File: config.mk
export PLATFORM = sky130hd
export DESIGN_NAME = medidor_distancia_uc
export DESIGN_NICKNAME = d
export VERILOG_FILES = /design/src/rtl/medidor_distancia_uc_pkg.sv /design/src/rtl/medidor_distancia_uc_contador_ciclos.sv /design/src/rtl/medidor_distancia_uc.sv
export SDC_FILE = /design/constraint.sdc
export NUM_CORES = 1
export LEC_CHECK = 0
export CORE_ASPECT_RATIO = 1.2
export CORE_UTILIZATION = 34
export CTS_CLUSTER_DIAMETER = 60
export DETAILED_ROUTE_END_ITERATION = 7
export PLACE_DENSITY = 0.49
export SKIP_CTS_REPAIR_TIMING = 1
export SLEW_MARGIN = 20
export SYNTH_ARGS = -nofsm -noshare
export SYNTH_HDL_FRONTEND = slang
export SYNTH_SLANG_ARGS = --single-unit
File: constraint.sdc
create_clock -name clock -period 2.4 [get_ports clock]
set_clock_uncertainty 0.15 [all_clocks]
set_input_delay 0.24 -clock clock [delete_from_list [all_inputs] [get_ports clock]]
set_output_delay 0.24 -clock clock [all_outputs]
set_load 0.02 [all_outputs]
File: src/rtl/medidor_distancia_uc_pkg.sv
`default_nettype none
// ============================================================================
// Module      : medidor_distancia_uc_pkg
// Description : Shared definitions for the ultrasonic distance measurement
//               control unit: 4-bit FSM state codes (also exported on the
//               db_estado debug port), default timing constants derived from
//               a 50 MHz clock, and a small helper function.
// Revision    : 1.0 - initial release
// ============================================================================
package medidor_distancia_uc_pkg;

    // FSM state codes; the numeric values are visible on db_estado.
    localparam logic [3:0] c_estado_inicial       = 4'b0000;
    localparam logic [3:0] c_estado_preparacao    = 4'b0001;
    localparam logic [3:0] c_estado_envia_trigger = 4'b0010;
    localparam logic [3:0] c_estado_espera_echo   = 4'b0011;
    localparam logic [3:0] c_estado_medida        = 4'b0100;
    localparam logic [3:0] c_estado_armazenamento = 4'b0101;
    localparam logic [3:0] c_estado_final_medida  = 4'b0110;
    localparam logic [3:0] c_estado_erro_timeout  = 4'b0111;

    // Reference clock used to derive the default timing values.
    localparam int c_clock_hz = 50_000_000;

    // 10 us trigger pulse.
    localparam int c_trigger_cycles_default = c_clock_hz / 100_000;

    // 30 ms budget from the end of the trigger until the echo counter is done.
    localparam int c_timeout_cycles_default = (c_clock_hz / 1_000) * 30;

    // Cycle counter width large enough for both defaults above.
    localparam int c_cnt_width_default = 21;

    function automatic int max_int(input int a, input int b);
        return (a > b) ? a : b;
    endfunction

endpackage
`default_nettype wire

File: src/rtl/medidor_distancia_uc_contador_ciclos.sv
`default_nettype none
// ============================================================================
// Module      : contador_ciclos
// Description : Cycle counter used by the measurement control unit to time
//               the trigger pulse and the echo timeout. Synchronous clear has
//               priority over counting; the count saturates at the largest
//               terminal value so it can never wrap around.
// Ports       : clock       - system clock, rising edge
//               reset       - asynchronous active-low reset
//               zera        - synchronous clear
//               conta       - count enable
//               fim_trigger - count equals TRIGGER_CYCLES-1
//               fim_timeout - count equals TIMEOUT_CYCLES-1
// Revision    : 1.0 - initial release
// ============================================================================
module contador_ciclos
    import medidor_distancia_uc_pkg::*;
#(
    parameter int CNT_WIDTH      = 21,
    parameter int TRIGGER_CYCLES = 500,
    parameter int TIMEOUT_CYCLES = 1500000
) (
    input  logic clock,
    input  logic reset,
    input  logic zera,
    input  logic conta,
    output logic fim_trigger,
    output logic fim_timeout
);

    localparam logic [CNT_WIDTH-1:0] c_term_trigger = CNT_WIDTH'(TRIGGER_CYCLES - 1);
    localparam logic [CNT_WIDTH-1:0] c_term_timeout = CNT_WIDTH'(TIMEOUT_CYCLES - 1);
    localparam logic [CNT_WIDTH-1:0] c_saturacao    =
        CNT_WIDTH'(max_int(TRIGGER_CYCLES, TIMEOUT_CYCLES) - 1);

    logic [CNT_WIDTH-1:0] r_contagem;

    always_ff @(posedge clock or negedge reset) begin
        if (!reset) begin
            r_contagem <= '0;
        end else if (zera) begin
            r_contagem <= '0;
        end else if (conta && (r_contagem != c_saturacao)) begin
            r_contagem <= r_contagem + 1'b1;
        end
    end

    assign fim_trigger = (r_contagem == c_term_trigger);
    assign fim_timeout = (r_contagem == c_term_timeout);

endmodule
`default_nettype wire

File: src/rtl/medidor_distancia_uc.sv
`default_nettype none
// ============================================================================
// Module      : medidor_distancia_uc
// Description : Control unit for one ultrasonic distance measurement. On a
//               request it clears the echo-width datapath, emits the sensor
//               trigger pulse, waits for the echo and for the echo counter's
//               done pulse, then commands the distance register load. Missing
//               or stuck echoes abort the measurement with a timeout pulse.
//               Moore FSM: every output is decoded from the state register.
// Ports       : clock         - system clock, rising edge
//               reset         - asynchronous active-low reset
//               medir         - measurement request (sampled in inicial only)
//               echo          - synchronized sensor echo
//               fim_contagem  - echo-width counter done pulse
//               trigger       - sensor trigger
//               zera_contador - clear for echo counter / distance register
//               registra      - distance register load enable
//               ocupado       - busy (any state except inicial)
//               pronto        - 1-cycle measurement-valid pulse
//               timeout       - 1-cycle measurement-aborted pulse
//               db_estado     - current state code (debug)
// Revision    : 1.0 - initial release
// ============================================================================
module medidor_distancia_uc
    import medidor_distancia_uc_pkg::*;
#(
    parameter int TRIGGER_CYCLES = c_trigger_cycles_default,
    parameter int TIMEOUT_CYCLES = c_timeout_cycles_default,
    parameter int CNT_WIDTH      = c_cnt_width_default
) (
    input  logic       clock,
    input  logic       reset,
    input  logic       medir,
    input  logic       echo,
    input  logic       fim_contagem,
    output logic       trigger,
    output logic       zera_contador,
    output logic       registra,
    output logic       ocupado,
    output logic       pronto,
    output logic       timeout,
    output logic [3:0] db_estado
);

    logic [3:0] r_estado;
    logic [3:0] w_proximo;
    logic       w_zera_ciclos;
    logic       w_conta_ciclos;
    logic       w_fim_trigger;
    logic       w_fim_timeout;

    // ------------------------------------------------------------------
    // State register
    // ------------------------------------------------------------------
    always_ff @(posedge clock or negedge reset) begin
        if (!reset) begin
            r_estado <= c_estado_inicial;
        end else begin
            r_estado <= w_proximo;
        end
    end

    // ------------------------------------------------------------------
    // Next-state logic
    // ------------------------------------------------------------------
    always_comb begin
        w_proximo = r_estado;
        case (r_estado)
            c_estado_inicial: begin
                if (medir) begin
                    w_proximo = c_estado_preparacao;
                end
            end
            c_estado_preparacao: begin
                w_proximo = c_estado_envia_trigger;
            end
            c_estado_envia_trigger: begin
                if (w_fim_trigger) begin
                    w_proximo = c_estado_espera_echo;
                end
            end
            c_estado_espera_echo: begin
                // An echo seen on the terminal cycle still counts as an echo.
                if (echo) begin
                    w_proximo = c_estado_medida;
                end else if (w_fim_timeout) begin
                    w_proximo = c_estado_erro_timeout;
                end
            end
            c_estado_medida: begin
                // Counter completion wins over a simultaneous timeout.
                if (fim_contagem) begin
                    w_proximo = c_estado_armazenamento;
                end else if (w_fim_timeout) begin
                    w_proximo = c_estado_erro_timeout;
                end
            end
            c_estado_armazenamento: begin
                w_proximo = c_estado_final_medida;
            end
            c_estado_final_medida: begin
                w_proximo = c_estado_inicial;
            end
            c_estado_erro_timeout: begin
                w_proximo = c_estado_inicial;
            end
            default: begin
                w_proximo = c_estado_inicial;
            end
        endcase
    end

    // ------------------------------------------------------------------
    // Cycle counter control
    // ------------------------------------------------------------------
    // The counter restarts on every state change, except espera_echo ->
    // medida: the timeout budget covers the echo wait plus the echo width.
    assign w_zera_ciclos  = (w_proximo != r_estado) &&
                            !((r_estado == c_estado_espera_echo) &&
                              (w_proximo == c_estado_medida));

    assign w_conta_ciclos = (r_estado == c_estado_envia_trigger) ||
                            (r_estado == c_estado_espera_echo)   ||
                            (r_estado == c_estado_medida);

    contador_ciclos #(
        .CNT_WIDTH      (CNT_WIDTH),
        .TRIGGER_CYCLES (TRIGGER_CYCLES),
        .TIMEOUT_CYCLES (TIMEOUT_CYCLES)
    ) u_contador_ciclos (
        .clock       (clock),
        .reset       (reset),
        .zera        (w_zera_ciclos),
        .conta       (w_conta_ciclos),
        .fim_trigger (w_fim_trigger),
        .fim_timeout (w_fim_timeout)
    );

    // ------------------------------------------------------------------
    // Moore output decode
    // ------------------------------------------------------------------
    assign trigger       = (r_estado == c_estado_envia_trigger);
    assign zera_contador = (r_estado == c_estado_preparacao) ||
                           (r_estado == c_estado_erro_timeout);
    assign registra      = (r_estado == c_estado_armazenamento);
    assign ocupado       = (r_estado != c_estado_inicial);
    assign pronto        = (r_estado == c_estado_final_medida);
    assign timeout       = (r_estado == c_estado_erro_timeout);
    assign db_estado     = r_estado;

endmodule
`default_nettype wire

==> run summary, run 1 <==
Top_reg_cell synth -> dfrtp_1
Antenna violations before repair -> 0
Rows -> 26
DRT Wirelength -> 3840 um
Worst EP arrival -> 1.86 ns
WHS -> 0.186 ns
Slowest CP cell -> clkdlybuf4s50_1
Post-synth net total -> 184
Worst r2r src -> u_contador_ciclos.r_contagem[0]$_DFFE_PN0P_
Final Hold Fails -> 0
Initial Util -> 36.4%
DIE HEIGHT -> 76.8 um
Yosys cell types -> 43
Filler cells -> 434
Drt first pass iters -> 4
GR Util All Layers -> 16.9%
Share of cells above drive strength 1 -> 8.90%
Synth Instances -> 178
Clk root buf -> clkbuf_8
Worst IR drop on VDD -> 0.260 mV
Most common library cell in the layout ignoring fill and taps -> nor2_1
H-Tree Depth -> 1
Share of flip-flops with an asynchronous set or reset -> 100%
Most frequent cells in the layout -> 30 x nor2_1, 24 x dfrtp_1, 19 x xnor2_1, 14 x nand2_1, 14 x clkdlybuf4s50_1
Die Span X -> 64.3 um
Minimum clock period -> 2.25 ns
Clock buffer depth -> 2
Gr ovfl total -> 0
CTS buffer count -> 3
Max_cap viols -> 0
Vias after detailed routing -> 1340
EDFF count, synth -> 0
Antenna fix cells -> 0
CP endpoint kind -> primary output
CP max stage delay -> 0.68 ns
Worst-Skew Late Latency -> 0.27 ns
Crit path from -> db_estado[1]$_DFF_PN0_
CP delay by family, top -> buffers and inverters
Pin count of the biggest net entering global routing -> 26
Total Power -> 0.799 mW
Clock sink count -> 25
Critical path cell sequence -> buf_4 -> nor4b_2 -> clkdlybuf4s50_1
Leakage power -> 0.654 nW
# DRC -> 0
RSZ-0062 raised after global routing -> no
First-pass GRT wire length -> 6540 um
IO Pins -> 15
Maximum clock rate -> 444 MHz
Cell Area, Synth -> 1590 sq um
Crit path kind -> reg2out
Status -> completed
Startpoint class of the critical path -> flop
Crit-path max FO -> 9
TritonCTS clock tree -> built
Area Growth Syn to Fin -> 15.5%
RD Place Congestion -> 0.788
Core box area -> 4360 sq um
Seq/Total Area, Yosys -> 39.5%
Wirelength per Cell -> 15.6 um
Pwr Density -> 436 nW/um^2
Yosys reg bits -> 25
Crit path buffers/inverters -> 2
Initial DRC Count -> 100
Required arrival time at the worst endpoint -> 2.01 ns
HPWL after DPL -> 2790 um
Final setup TNS -> 0 ns
Worst-path clk slew -> 0.09 ns
Avg Cell Area, Syn -> 8.91 sq um
Final period util -> 93.8%
Final #Nets -> 198
Vias per Instance -> 5.43
Die ar. -> 4940 sq um
Ys Warns -> 0
Antenna-violating nets left -> 0
Final setup violation count -> 0
Hold Crit Class -> in2async
Fin. max-slew vios -> 0
Port buffer count -> 14
Number of global-route vias before repair -> 1348
[final cells by class]
| cell class | instances | area, sq um | share of cell area [%] |
|---|---|---|---|
| Multi-Input combinational cell | 137 | 866 | 47.3 |
| Sequential cell | 25 | 627 | 34.2 |
| Timing Repair Buffer | 22 | 213 | 11.6 |
| Tap cell | 56 | 70.1 | 3.83 |
| Clock buffer | 4 | 45.0 | 2.46 |
| Inverter | 3 | 11.3 | 0.615 |
[final timing paths]
check                      cells past startpoint  slack, ns                                     endpoint
setup / recovery                               3       0.15                                      trigger
hold / removal                                 2       0.19                       db_estado[2]$_DFF_PN0_
setup reg to reg                               7       0.16  u_contador_ciclos.r_contagem[2]$_DFFE_PN0P_
hold reg to reg                                2       0.43  u_contador_ciclos.r_contagem[6]$_DFFE_PN0P_
max in group asynchronous                      2       1.65                       db_estado[2]$_DFF_PN0_
min in group clock                             2       0.43  u_contador_ciclos.r_contagem[6]$_DFFE_PN0P_
[report_power, final]
part	switching, mW	leakage [nW]	internal, mW
Combinational	0.0649	0.288	0.0461
Sequential	0.00764	0.344	0.426
Clock	0.135	0.0228	0.119
Total	0.208	0.654	0.591
[Yosys cell counts, types with 2 or more instances]
cell type / number / area, sq um
and3_1: 3 / 18.8
nand4_1: 6 / 37.5
nor2_1: 30 / 113
nand3_1: 9 / 45.0
nor3b_1: 4 / 30.0
nor4b_1: 2 / 17.5
nand2_1: 14 / 52.6
a2111oi_2: 2 / 30.0
a21oi_1: 4 / 20.0
buf_2: 6 / 30.0
o21ai_0: 2 / 10.0
nor4_1: 8 / 50.1
nor3_1: 5 / 25.0
xnor2_1: 19 / 166
buf_6: 3 / 33.8
clkbuf_1: 2 / 7.51
a211oi_1: 5 / 37.5
inv_1: 3 / 11.3
dfrtp_1: 25 / 626
and4_1: 3 / 26.3
[logic make-up after synthesis]
logic type,Yosys count,share of synthesized area [%]
simple gates,93,31.3
flops,25,39.5
compound gates,22,11.1
xor+xnor,19,10.5
buf+inv,16,5.92
fa+ha+maj,1,0.789
other cells,1,0.237
mux,1,0.631
[flip-flops by register name, summed over array words and instances, names as in the netlist]
name and count:
db_estado 4, u_contador_ciclos.r_contagem 21
[metal layers]
layer / track usage (%) / part of all wire, % / up-vias
li1: - / - / 656
met1: 22.7 / 47 / 643
met2: 25.9 / 48 / 35
met3: 2.83 / 3.9 / 6
met4: 8.22 / 1.5 / 0
met5: 0 / 0 / -
[metrics by stage]
step	cell area (sq um)	std cells	worst slack [ns]	util, %
final	1830	247	0.148	42.0
after global routing	1830	247	0.0364	42.0
after CTS	1830	247	0.0967	42.0
after detailed placement	1790	243	0.150	41.0
after global placement	1790	243	0.310	41.0
after floorplan	1590	178	0.150	-
Power figures use the tool's default switching activity.
==> inputs of run 2 (changes only) <==
--- a/config.mk
+++ b/config.mk
@@ -8,6 +8,7 @@
 export CORE_ASPECT_RATIO = 1.2
 export CORE_UTILIZATION = 34
 export CTS_CLUSTER_DIAMETER = 60
+export CTS_CLUSTER_SIZE = 30
 export DETAILED_ROUTE_END_ITERATION = 7
 export PLACE_DENSITY = 0.49
 export SKIP_CTS_REPAIR_TIMING = 1
==> results of run 2 <==
Same layout as run 1: the final DEF is identical, and so are final timing and power.
